--- src/rtl/fpu_pkg.sv ---
// Shared widths and the unpacked-operand record for the FPU operand front end.
package fpu_pkg;

    localparam int DBL_EXP_W  = 11;
    localparam int DBL_FRAC_W = 52;
    localparam int SGL_EXP_W  = 8;
    localparam int SGL_FRAC_W = 23;
    localparam int SIG_W      = 53;
    localparam int LZ_W       = 6;

    typedef struct packed {
        logic                  s;
        logic [DBL_EXP_W-1:0]  e;
        logic                  e_z;
        logic                  e_inf;
        logic [SIG_W-1:0]      f;
        logic                  fz;
        logic [DBL_FRAC_W-1:0] h;
        logic [LZ_W-1:0]       lz;
    } unp_t;

endpackage

--- src/rtl/lzc53.sv ---
// 53-bit leading-zero counter: log-depth halving search, returns 0 for an all-zero input.
module lzc53
    import fpu_pkg::*;
(
    input  logic [SIG_W-1:0] a,
    output logic [LZ_W-1:0]  cnt
);

    logic [63:0]     v0, v1, v2, v3, v4, v5;
    logic [LZ_W-1:0] c;

    // Padding the low end with ones caps the count at 52 for any non-zero input.
    always_comb begin
        v0   = {a, 11'h7FF};
        c[5] = (v0[63:32] == 32'h0);
        v1   = c[5] ? {v0[31:0], 32'h0} : v0;
        c[4] = (v1[63:48] == 16'h0);
        v2   = c[4] ? {v1[47:0], 16'h0} : v1;
        c[3] = (v2[63:56] == 8'h0);
        v3   = c[3] ? {v2[55:0], 8'h0} : v2;
        c[2] = (v3[63:60] == 4'h0);
        v4   = c[2] ? {v3[59:0], 4'h0} : v3;
        c[1] = (v4[63:62] == 2'h0);
        v5   = c[1] ? {v4[61:0], 2'h0} : v4;
        c[0] = ~v5[63];
        cnt  = (a == '0) ? '0 : c;
    end

endmodule

--- src/rtl/fp_unpacker.sv ---
// Splits a double or single operand into sign, double-bias exponent, significand and class flags.
// Build option UNPACKER_FTZ_EN flushes denormal operands to zero (sign and emin exponent kept).
module fp_unpacker
    import fpu_pkg::*;
(
    input  logic                  clk,
    input  logic                  rst_n,
    input  logic [63:0]           fp,
    input  logic                  db,
    input  logic                  normal,
    output logic                  s,
    output logic [DBL_EXP_W-1:0]  e,
    output logic                  e_z,
    output logic                  e_inf,
    output logic [SIG_W-1:0]      f,
    output logic                  fz,
    output logic [DBL_FRAC_W-1:0] h,
    output logic [LZ_W-1:0]       lz
);

    logic                  ez, ei;
    logic [DBL_FRAC_W-1:0] fr;
    logic [DBL_EXP_W-1:0]  ex;
    logic [SGL_EXP_W-1:0]  x8;
    logic [SIG_W-1:0]      m;
    logic [LZ_W-1:0]       lz_c;
    unp_t                  nxt, q;
    logic                  unused_lo;

    assign unused_lo = ^fp[31:0];

    always_comb begin
        x8 = '0;
        if (db) begin
            ez = (fp[62:52] == '0);
            ei = &fp[62:52];
            fr = fp[51:0];
            ex = ez ? 11'd1 : fp[62:52];
        end else begin
            ez = (fp[62:55] == '0);
            ei = &fp[62:55];
            fr = {fp[54:32], 29'b0};
            x8 = ez ? 8'd1 : fp[62:55];
            // Bit-level rebias 127 -> 1023 (adds 896 for every code 1..255).
            ex = {x8[7], {3{~x8[7]}}, x8[6:0]};
        end
`ifdef UNPACKER_FTZ_EN
        if (ez) fr = '0;
`endif
        m = {~ez, fr};
    end

    lzc53 u_lzc (
        .a   (m),
        .cnt (lz_c)
    );

    always_comb begin
        nxt.s     = fp[63];
        nxt.e     = ex;
        nxt.e_z   = ez;
        nxt.e_inf = ei;
        nxt.f     = normal ? (m << lz_c) : m;
        nxt.fz    = (fr == '0);
        nxt.h     = fr;
        nxt.lz    = lz_c;
    end

    always_ff @(posedge clk or negedge rst_n) begin
        if (!rst_n) q <= '0;
        else        q <= nxt;
    end

    assign s     = q.s;
    assign e     = q.e;
    assign e_z   = q.e_z;
    assign e_inf = q.e_inf;
    assign f     = q.f;
    assign fz    = q.fz;
    assign h     = q.h;
    assign lz    = q.lz;

endmodule

--- config.mk ---
export PLATFORM = sky130hd
export DESIGN_NAME = fp_unpacker
export DESIGN_NICKNAME = d
export VERILOG_FILES = /design/src/rtl/fpu_pkg.sv /design/src/rtl/lzc53.sv /design/src/rtl/fp_unpacker.sv
export SDC_FILE = /design/constraint.sdc
export NUM_CORES = 1
export LEC_CHECK = 0
export CAP_MARGIN = 25
export CORE_MARGIN = 2
export CORE_UTILIZATION = 56
export DETAILED_ROUTE_END_ITERATION = 8
export PLACE_DENSITY = 0.84
export SLEW_MARGIN = 20
export SYNTH_ARGS = -nofsm -noshare
export SYNTH_HDL_FRONTEND = slang
export SYNTH_SLANG_ARGS = --single-unit
--- constraint.sdc ---
create_clock -name clk -period 0.88 [get_ports clk]
set_clock_uncertainty 0.15 [all_clocks]
set_input_delay 0.088 -clock clk [delete_from_list [all_inputs] [get_ports clk]]
set_output_delay 0.088 -clock clk [all_outputs]
set_load 0.01 [all_outputs]
==> results.cfg, run 1 <==
[placement]
port_buffers = 193
gp_congestion = 1.197
dpl.cell_count = 1737
dpl_cell_area_um2 = 14330
post-dp-hpwl_um = 39050

[clock_tree]
numCtsBuffers = 17
cts_setup_buffers = 68
cts.htree.levels = 4
cts.sinks = 126
root_buffer = clkbuf_16
cts-hold-fix-buffers = 2
cts.repair.resized = 521
clk_path_buf_depth = 2

[logic_synthesis]
yosys_warnings = 0
yosys.area.top_type = dfrtp_1
yosysSeqAreaShare_pct = 35.65
synth_area_um2 = 8845
synth_edf_count = 0
syn_nets = 1061
synth_flop_cell = dfrtp_1
ys_seq_elements = 126
ys_types = 80
async_flop_share_pct = 100.0
synth_area_leaders = dfrtp_1 (36%), mux2i_1 (14%), o211ai_1 (5.3%), nand2_1 (3.7%), inv_1 (2.5%)
syn_inst = 993
synth_common_cells = dfrtp_1 (126), mux2i_1 (123), nand2_1 (87), o211ai_1 (63), inv_1 (59)
syn-mean-instance-area_um2 = 8.907
post-synth-top-count-cell = dfrtp_1
yosysTopAreaCellShare_pct = 35.65

[die]
start_util_pct = 57.75
die_x_um = 129.7
io_pins = 194
rows = 45
die_h_um = 129.7

[status]
failed_stage = clock tree synthesis (4_1_cts)
status = aborted with a tool error
error = [ERROR DPL-0038] Utilization greater than 100%, impossible to legalize
[per-stage QoR]
| stage | worst slack [ps] | hold WS [ps] | util, % |
|---|---|---|---|
| 2_1_floorplan | -3063 | -357.6 | - |
| 3_3_place_gp | -3734 | -68.16 | 93.58 |
| 3_5_place_dp | -4212 | -64.69 | 93.58 |
[cells by family after synthesis]
kind of cell    after synthesis  synth area share (%)
compound gates              332                 27.16
simple gates                266                 14.98
mux                         133                 15.28
flops                       126                 35.65
buf+inv                     136                 6.932
==> run 2, diff against run 1 <==
--- a/config.mk
+++ b/config.mk
@@ -7,9 +7,9 @@
 export LEC_CHECK = 0
 export CAP_MARGIN = 25
 export CORE_MARGIN = 2
-export CORE_UTILIZATION = 56
+export CORE_UTILIZATION = 40
 export DETAILED_ROUTE_END_ITERATION = 8
-export PLACE_DENSITY = 0.84
+export PLACE_DENSITY_LB_ADDON = 0.15
 export SLEW_MARGIN = 20
 export SYNTH_ARGS = -nofsm -noshare
 export SYNTH_HDL_FRONTEND = slang
==> run 2 against run 1 <==
  * The flow now finishes, with violations (design-rule violations, negative hold slack, negative setup slack)
  * Synthesized cell count stayed put
  * Area after synthesis stayed put
==> results.cfg, run 2 <==
[placement]
port_buffers = 193
post-dp-hpwl_um = 38910
gp_congestion = 1.025
dpl_cell_area_um2 = 14750

[route]
drc_errors = 9
wl_per_cell_um = 31.65
viasPerCell = 6.853
drt-pass1-iter-count = 9
initialDrtViolationCount = 2277
antenna_left = 0
drt_wl_total_um = 64370
num_vias = 13940

[sta]
whs_ps = -113.0
setup_ws_ps = -3534
setup_viol = 209
min_period_over_period_pct = 501.6
rsz0062_at_grt = true
maxSlewViolCount = 0
slew_headroom_pct = 25.44
post-route-min-period_ps = 4414
hold_viol_final = 13
fmax_mhz = 226.5
worstMarginPinSlew_ps = 1107

[finish]
syn_to_final_growth_pct = 113.6
final_common_cell = buf_4
final_nets = 1808
final_cell_mix = buf_4 (446), buf_6 (131), dfrtp_1 (126), buf_2 (126), o211ai_1 (63)
utilization_pct = 86.85
largest_reg_flops = 53
fin_area_um2 = 18890
drive_gt1_share_pct = 65.43
fill_cells = 1010

[die]
die_h_um = 152.7
rows = 54
dieArea_um2 = 23320
start_util_pct = 40.65
core_area_um2 = 21760
io_pins = 194
die_x_um = 152.7

[global_route]
grt_most_used_layer = met2
use_met1_pct = 58.43
grt.overflow.total = 0
grt_max_degree = 47
gr-usage-met2_pct = 71.86
grt_pass1_wl_um = 82450
grt_pass1_vias = 13100
grtUsageMet3_pct = 14.87
antenna_found_initial = 1
grtUsageTotal_pct = 47.29

[power_and_ir_drop]
leakage_nw = 8.677
finalPower_mw = 21.55
ir_drop_v = 0.001024
p_per_area_nw_per_um2 = 1140

[logic_synthesis]
yosysSeqAreaShare_pct = 35.65
yosysTopAreaCellShare_pct = 35.65
synth_compound_area_share_pct = 27.16
yosys_warnings = 0
synth_edf_count = 0
ys_seq_elements = 126
synth_xor_area_share_pct = 0
yosys.area_share.adder_pct = 0
synthSimpleGateAreaFrac_pct = 14.98
synth_common_cells = dfrtp_1 (126), mux2i_1 (123), nand2_1 (87), o211ai_1 (63), inv_1 (59)
syn-mean-instance-area_um2 = 8.907
synth_area_leaders = dfrtp_1 (36%), mux2i_1 (14%), o211ai_1 (5.3%), nand2_1 (3.7%), inv_1 (2.5%)
post-synth-top-count-cell = dfrtp_1
yosys.area.top_type = dfrtp_1
syn_nets = 1061
muxShareOfSynthArea_pct = 15.28
ys_types = 80
synth_area_um2 = 8845
synth_top_family_by_area = compound AO/OA/AOI/OAI gates
syn_inst = 993
async_flop_share_pct = 100.0
synth_flop_cell = dfrtp_1

[status]
status = complete, but fails checks
violations = design-rule violations, negative hold slack, negative setup slack

[worst_setup_path]
critPathMaxFanout = 8
worstSetupPathType = in -> reg
crit_required_ps = 1050
arrival_ps = 4580
cp-start-kind = primary input
setup.worst_path.end_class = flop

[clock_tree]
clk_path_buf_depth = 2
clkTransAtPathRegs_ps = 70
root_buffer = clkbuf_16
cts.htree.levels = 4
numCtsBuffers = 17
cts.sinks = 126
cts_tree = built

[job]
drv_cap = 0

[hold_path]
min_path_type = in -> reg
==> run 2: cell counts after synthesis <==
Identical to the previous run, type by type.
==> run 2: stage by stage <==
| stage | std cells | setup TNS [ps] | hold slack (ps) | setup WS [ps] |
|---|---|---|---|---|
| 4_1_cts | 1985 | -191690 | -122.4 | -2846 |
| 3_5_place_dp | 1840 | -289350 | -96.33 | -4285 |
| 6_report | 2034 | -228840 | -113.0 | -3534 |
| 2_1_floorplan | 993 | -202380 | -357.6 | -3063 |
| 3_3_place_gp | 1840 | -280130 | -102.2 | -4175 |
| 5_1_grt | 2034 | -236190 | -122.0 | -3634 |
==> run 2: report_power, final <==
part / switching (mW) / internal (mW) / total [mW]
combinational: 3.80 / 3.07 / 6.87
clock: 3.30 / 5.08 / 8.38
sequential: 0.130 / 6.17 / 6.30
total: 7.23 / 14.3 / 21.5
==> run 2: final timing paths <==
kind / from / to / slack (ps) / cells past startpoint
max in group asynchronous: rst_n / f[30]$_DFF_PN0_ / 190 / 4
min in group asynchronous: rst_n / f[28]$_DFF_PN0_ / -10 / 3
max: fp[35] / f[37]$_DFF_PN0_ / -3530 / 20
min: fp[55] / e[3]$_DFF_PN0_ / -110 / 3
==> run 2: critical path, stage by stage <==
cell	delay, ps
buf_8	100
buf_6	120
nor3_4	200
o211ai_1	230
buf_4	220
nor4_4	230
buf_4	200
nand2_4	90
buf_4	170
o21ai_0	850
a221oi_4	160
o2111a_1	260
buf_12	160
buf_4	150
mux2i_2	160
a21oi_2	460
buf_4	230
o21ai_2	70
mux2i_1	260
o211ai_1	140
==> run 2: cell type report <==
type,count,area [um2],share of cell area [%]
clock inverter,15,232.7,1.232
timing repair buffer,802,6988,36.98
timing repair inverter,1,3.754,0.01987
clock buffer,17,425.4,2.252
multi-input combinational,731,7482,39.60
inverter,61,256.5,1.358
tap,280,350.3,1.854
sequential,126,3153,16.69
antenna,1,2.502,0.01324
==> run 2: timing repair <==
action,in CTS,in global routing
hold buffers,7,2
cloned,5,2
endpoints found under the hold margin,139,12
pin swaps,97,113
resized for setup,1049,263
setup endpoints to repair,232,232
setup buffers,113,77
==> run 2: cells by family after synthesis <==
| family | count (synthesis) |
|---|---|
| mux | 133 |
| compound gates | 332 |
| buf+inv | 136 |
| simple gates | 266 |
| flops | 126 |
==> run 2: metal layers <==
layer	up-vias	wire length [um]	part of all wire, %
li1	5340	-	-
met1	6640	21430	33
met2	1402	26720	42
met3	558	9434	15
met4	0	6791	11
met5	-	0	0
(Power assumes the default switching activity.)
